## src/rtl/ysyx_rd_arb.sv

```systemverilog
// ysyx_rd_arb: shares one AXI4 read channel (AR/R) between IFU fetch and
// LSU load. One transaction in flight; R beats go only to the granted owner.
// Ports: clock/reset (sync, active-high), flush_pipeline,
//   ifu_* fetch request + out_ifu_* response, lsu_* load request +
//   out_lsu_* response, out_rerr, io_master_ar*/r* AXI4 master read path.
// Config: define YSYX_RD_ARB_RR_EN for round-robin arbitration in IDLE;
//   otherwise fixed priority LSU > IFU (ifu_lock overrides in both).
module ysyx_rd_arb #(
  parameter int XLEN       = 32,
  parameter int IFU_BURST  = 4,
  parameter int AXI_ID_IFU = 0,
  parameter int AXI_ID_LSU = 1
) (
  input  logic            clock,
  input  logic            reset,
  input  logic            flush_pipeline,
  input  logic [XLEN-1:0] ifu_araddr,
  input  logic            ifu_arvalid,
  input  logic            ifu_lock,
  output logic            out_ifu_arready,
  output logic [XLEN-1:0] out_ifu_rdata,
  output logic            out_ifu_rvalid,
  input  logic [XLEN-1:0] lsu_araddr,
  input  logic            lsu_arvalid,
  input  logic [7:0]      lsu_rstrb,
  output logic [XLEN-1:0] out_lsu_rdata,
  output logic            out_lsu_rvalid,
  output logic            out_rerr,
  output logic [XLEN-1:0] io_master_araddr,
  output logic            io_master_arvalid,
  output logic [3:0]      io_master_arid,
  output logic [7:0]      io_master_arlen,
  output logic [2:0]      io_master_arsize,
  output logic [1:0]      io_master_arburst,
  input  logic            io_master_arready,
  input  logic [XLEN-1:0] io_master_rdata,
  input  logic            io_master_rvalid,
  input  logic            io_master_rlast,
  input  logic [1:0]      io_master_rresp,
  input  logic [3:0]      io_master_rid,
  output logic            io_master_rready
);

  typedef enum logic [1:0] {
    IDLE,
    ADDR,
    DATA
  } state_t;

  typedef enum logic [1:0] {
    OWN_NONE,
    OWN_IFU,
    OWN_LSU
  } owner_t;

  state_t          state_q;
  state_t          state_d;
  owner_t          owner_q;
  logic            last_ifu_q;
  logic            drop_q;
  logic [XLEN-1:0] araddr_q;
  logic [3:0]      arid_q;
  logic [7:0]      arlen_q;
  logic [2:0]      arsize_q;

  logic            ifu_req;
  logic            lsu_wins;
  logic            grant_ifu;
  logic            grant_lsu;
  logic [2:0]      lsu_size;

  // A flushed fetch must not even be granted.
  assign ifu_req = ifu_arvalid && !flush_pipeline;

`ifdef YSYX_RD_ARB_RR_EN
  // Tie goes to whoever did not win last; a locked IFU keeps the bus.
  assign lsu_wins = lsu_arvalid &&
                    (!ifu_req || (last_ifu_q && !ifu_lock));
`else
  assign lsu_wins = lsu_arvalid &&
                    !(ifu_req && ifu_lock && last_ifu_q);
`endif

  always_comb begin
    lsu_size = 3'd2;
    unique case (lsu_rstrb)
      8'h01:   lsu_size = 3'd0;
      8'h03:   lsu_size = 3'd1;
      8'h0f:   lsu_size = 3'd2;
      8'hff:   lsu_size = 3'd3;
      default: lsu_size = 3'd2;
    endcase
  end

  always_ff @(posedge clock) begin
    if (reset) state_q <= IDLE;
    else       state_q <= state_d;
  end

  always_comb begin
    state_d           = state_q;
    grant_ifu         = 1'b0;
    grant_lsu         = 1'b0;
    out_ifu_arready   = 1'b0;
    io_master_arvalid = 1'b0;
    io_master_rready  = 1'b0;
    out_ifu_rvalid    = 1'b0;
    out_lsu_rvalid    = 1'b0;
    out_rerr          = 1'b0;
    unique case (state_q)
      IDLE: begin
        if (!reset) begin
          grant_lsu = lsu_wins;
          grant_ifu = ifu_req && !lsu_wins;
        end
        out_ifu_arready = grant_ifu;
        if (grant_ifu || grant_lsu) state_d = ADDR;
      end
      ADDR: begin
        io_master_arvalid = 1'b1;
        if (io_master_arready) state_d = DATA;
      end
      DATA: begin
        io_master_rready = 1'b1;
        if (io_master_rvalid) begin
          if (io_master_rid != arid_q) begin
            out_rerr = 1'b1;
          end else begin
            out_rerr       = (io_master_rresp != 2'b00);
            out_ifu_rvalid = (owner_q == OWN_IFU) &&
                             !drop_q && !flush_pipeline;
            out_lsu_rvalid = (owner_q == OWN_LSU);
            if (io_master_rlast) state_d = IDLE;
          end
        end
      end
      default: state_d = IDLE;
    endcase
  end

  always_ff @(posedge clock) begin
    if (reset) begin
      owner_q    <= OWN_NONE;
      last_ifu_q <= 1'b0;
      drop_q     <= 1'b0;
      araddr_q   <= '0;
      arid_q     <= '0;
      arlen_q    <= '0;
      arsize_q   <= '0;
    end else begin
      if (grant_lsu) begin
        owner_q    <= OWN_LSU;
        last_ifu_q <= 1'b0;
        araddr_q   <= lsu_araddr;
        arid_q     <= 4'(AXI_ID_LSU);
        arlen_q    <= 8'd0;
        arsize_q   <= lsu_size;
      end else if (grant_ifu) begin
        owner_q    <= OWN_IFU;
        last_ifu_q <= 1'b1;
        araddr_q   <= ifu_araddr;
        arid_q     <= 4'(AXI_ID_IFU);
        arlen_q    <= 8'(IFU_BURST - 1);
        arsize_q   <= 3'd2;
      end
      // The burst still drains on AXI; only delivery is squashed.
      if (state_q != IDLE && owner_q == OWN_IFU &&
          flush_pipeline)
        drop_q <= 1'b1;
      if (state_q == DATA && state_d == IDLE) begin
        drop_q  <= 1'b0;
        owner_q <= OWN_NONE;
      end
    end
  end

  assign io_master_araddr  = araddr_q;
  assign io_master_arid    = arid_q;
  assign io_master_arlen   = arlen_q;
  assign io_master_arsize  = arsize_q;
  assign io_master_arburst = 2'b01;
  assign out_ifu_rdata     = io_master_rdata;
  assign out_lsu_rdata     = io_master_rdata;

endmodule

```

## config.mk

```make
export PLATFORM = sky130hd
export DESIGN_NAME = ysyx_rd_arb
export DESIGN_NICKNAME = d
export VERILOG_FILES = /design/src/rtl/ysyx_rd_arb.sv
export SDC_FILE = /design/constraint.sdc
export NUM_CORES = 1
export LEC_CHECK = 0
export BUFFER_PORTS_ARGS = -buffer_cell sky130_fd_sc_hd__buf_2
export CAP_MARGIN = 15
export CORE_MARGIN = 5
export CORE_UTILIZATION = 42
export CTS_CLUSTER_DIAMETER = 30
export DETAILED_ROUTE_END_ITERATION = 8
export PLACE_DENSITY = 0.84
export SYNTH_ARGS = -nofsm -noshare
export SYNTH_HDL_FRONTEND = slang
export SYNTH_SLANG_ARGS = --single-unit
```

## constraint.sdc

```tcl
create_clock -name clock -period 3.4 [get_ports clock]
set_input_delay 0.85 -clock clock [delete_from_list [all_inputs] [get_ports clock]]
set_output_delay 0.85 -clock clock [all_outputs]
set_load 0.01 [all_outputs]
```

==> metrics.log <==
INFO  metric layout-drive-gt1-share = 0.568
INFO  metric worst_ep_arrival_time = between 2 and 2.5 ns
INFO  metric num_io_pins = between 200 and 250
INFO  metric async_reset_ff_frac = 0
INFO  metric leak_pwr = 1.38 nW
INFO  metric cts_post_setup_buffers_inserted = 0
INFO  metric fp.dieArea = around 8400 um^2
INFO  metric grt_pass1_wl = 11.0 mm
INFO  metric post_route_setup_tns = 0 ns
INFO  metric layout_worst_path_cycle_share = 0.855
INFO  metric most_frequent_cells_in_the_layout = 129 x buf_2, 41 x dfxtp_1, 36 x nor2_1, 32 x nand2_1
INFO  metric drt-total-wl = 6.85 mm
INFO  metric final.min_clock_period = slightly below 3 ns
INFO  metric route.met2.wl = around 3.4 mm
INFO  metric p_per_area = about 400 nW/um^2
INFO  metric initial_core_util = 0.438
INFO  metric crit_path_max_fanout = 3
INFO  metric cp_top_family = simple AND/OR/NAND/NOR gates
INFO  metric htree_num_levels = 2
INFO  metric io_buffers = 129
INFO  metric place.detailed.hpwl = about 5.4 mm
INFO  metric antenna_cells_inserted = 0
INFO  metric grt_antenna_before_repair = 0
INFO  metric tightestPinTransition = 0.695 ns
INFO  metric critical_path.most_common_cell = buf_2
INFO  metric min_from = io_master_araddr[26]
INFO  metric tritoncts = yes
INFO  metric maxUsedRoutingLayer = met4
INFO  metric worstSetupStartpointType = primary input
INFO  metric detail_route.vias_per_cell = 5.06
INFO  metric cts_buffer_depth = 2
INFO  metric grt_pass1_vias = 2315
INFO  metric clock_latency = about 0.29 ns
INFO  metric synth_sequential_area_ratio = 0.292
INFO  metric headroom_to_the_max_slew_limit = 0.537
INFO  metric groute.usage.overall = 0.158
INFO  metric grt_max_degree = 41
INFO  metric vertical_extent_of_the_die = between 90 and 100 um
INFO  metric cts-resized-gates = 0
INFO  metric drt-pass1-iter-count = 4
INFO  metric critical-path-slowest-cell = or3_1
INFO  metric final.setup_skew = about 0.0059 ns
INFO  metric count_of_cell_types_in_the_netlist = between 40 and 50
INFO  metric fin_nets = between 400 and 500
INFO  metric cts_root_buffer = clkbuf_8
INFO  metric final_cells = about 450
INFO  metric synth_warnings = 0
INFO  metric cts.hold.buffers_added = 0
INFO  metric layout.cells.most_common = buf_2
INFO  metric max_cap_violations = 0
INFO  metric vdd_drop_max = between 200 and 250 uV
INFO  metric setup_viol = 0
INFO  metric endpoint_kind = output pin
INFO  metric dr.first_iter.drc_count = 60
INFO  metric path_clk_slew = around 0.070 ns
INFO  metric met1_wire_length = approximately 2.5 mm
INFO  metric grt_setup_unrepaired = no
INFO  metric std_cell_rows = 29
INFO  metric post_synth_inst_count = around 310
INFO  metric postSynthRegisterBits = a little over 40
INFO  metric slew_viol_final = 0
INFO  metric dr_total_vias = 2260
INFO  metric area_growth_syn_to_layout = 7.21%
INFO  metric status = completed
INFO  metric synth.avg_cell_area = 8.98 um^2
INFO  metric min_path_type = register to register
INFO  metric routed-wl-met3 = around 730 um
INFO  metric dominantRegCellSynth = dfxtp_1
INFO  metric cts_inserted_buffers = 5
INFO  metric synth_edf_count = 0
INFO  metric critical_path_buf_inv_count = 2
INFO  metric post_synth_instance_area = 2810 um^2
INFO  metric cp_cell_instances = buf_2 -> or3_1 -> or2_2 -> o311a_1 -> buf_2
INFO  metric achievable-frequency = 344 MHz
INFO  metric timing.setup.critical_path_class = primary input to output pin
INFO  metric routedWlPerCell = 15.3 um
INFO  metric drc = 0
INFO  metric worst-endpoint-required = around 2.6 ns
INFO  metric postRouteAntennaNets = 0
INFO  metric rr_startpoint = state_q[0]
INFO  metric design.core.area = about 6400 um^2
INFO  metric cts.sinks = 41
INFO  metric final.fill_count = around 650
INFO  metric cp_slowest_stage_delay = approximately 0.39 ns
INFO  metric globalRoute.totalOverflow = 0
INFO  metric die_w = about 92 um
INFO  metric final_wtd_congestion = 0.735
INFO  metric cp-startpoint = io_master_rid[1]
INFO  metric dp_cells = around 440
INFO  metric hold_viol = 0
-- cell usage after synthesis (4+ instances only) --
cell	instances	area share
clkbuf_1	8	0.011
a21oi_1	5	0.0089
buf_4	78	0.21
a21oi_2	29	0.090
a211oi_2	29	0.13
nor3b_1	4	0.011
dfxtp_1	41	0.29
buf_6	4	0.016
nor2_1	36	0.048
nor2b_1	4	0.0089
nand2_1	32	0.043
-- layer usage --
metal / track usage / vias up
li1: - / 1089
met1: 0.169 / 1022
met2: 0.282 / 128
met3: 0.0589 / 21
met4: 0.0606 / 0
met5: 0 / -
-- area by class of cell --
class	instances	area, um^2	area share
well taps	77	96.3	0.0320
flip-flops and latches	41	821	0.272
clock buffers	7	96.3	0.0320
inverters	1	3.75	0.00125
clock inverters	1	5.00	0.00166
multi-input cells	186	1290	0.430
repair buffers	134	696	0.231
-- worst min-delay path: stages (launching register included) --
cell	delay, ns
dfxtp_1	0.31
nand2_1	0.06
a211oi_2	0.05
-- flip-flops by register name, indices dropped and copies added (netlist names) --
| signal | cells |
|---|---|
| drop_q | 1 |
| io_master_araddr | 32 |
| io_master_arid | 1 |
| io_master_arlen | 1 |
| io_master_arsize | 2 |
| owner_q | 2 |
| state_q | 2 |
-- power breakdown --
part | switching (mW) | total, mW | internal [mW]
combinational | 0.166 | 0.300 | 0.135
sequential | 0.0230 | 0.544 | 0.521
clock | 0.165 | 0.349 | 0.184
total | 0.354 | 1.19 | 0.839
-- cell families (layout without fill, tap and decap cells) --
group / after synthesis / in the layout / synth area share
buffers and inverters: 96 / 143 / 0.261
AO/OA/AOI/OAI: 75 / 75 / 0.267
AND/OR/NAND/NOR: 98 / 98 / 0.174
other: 2 / 12 / 0.00267
flip-flops: 41 / 41 / 0.292
XOR/XNOR: 1 / 1 / 0.00312
-- stage by stage --
stage	util	total power, mW	hold WS [ns]	worst slack [ns]	cell area (um^2)
detailed placement	0.453	0.859	0.460	0.493	2910
CTS	0.469	1.22	0.473	0.487	3010
floorplan	-	0.829	0.437	0.701	2850
global route	0.469	1.26	0.486	0.443	3010
finish	0.469	1.19	0.469	0.492	3010
global placement	0.453	0.849	0.453	0.498	2910
-- worst paths after layout --
kind                            depth (start not counted)                   end  slack, ns
worst max-delay path                                    5              out_rerr       0.49
worst min-delay path                                    2  io_master_araddr[26]       0.47
worst max register to register                          4   io_master_araddr[5]       1.55
worst min register to register                          2  io_master_araddr[26]       0.47
Power figures use the tool's default switching activity.
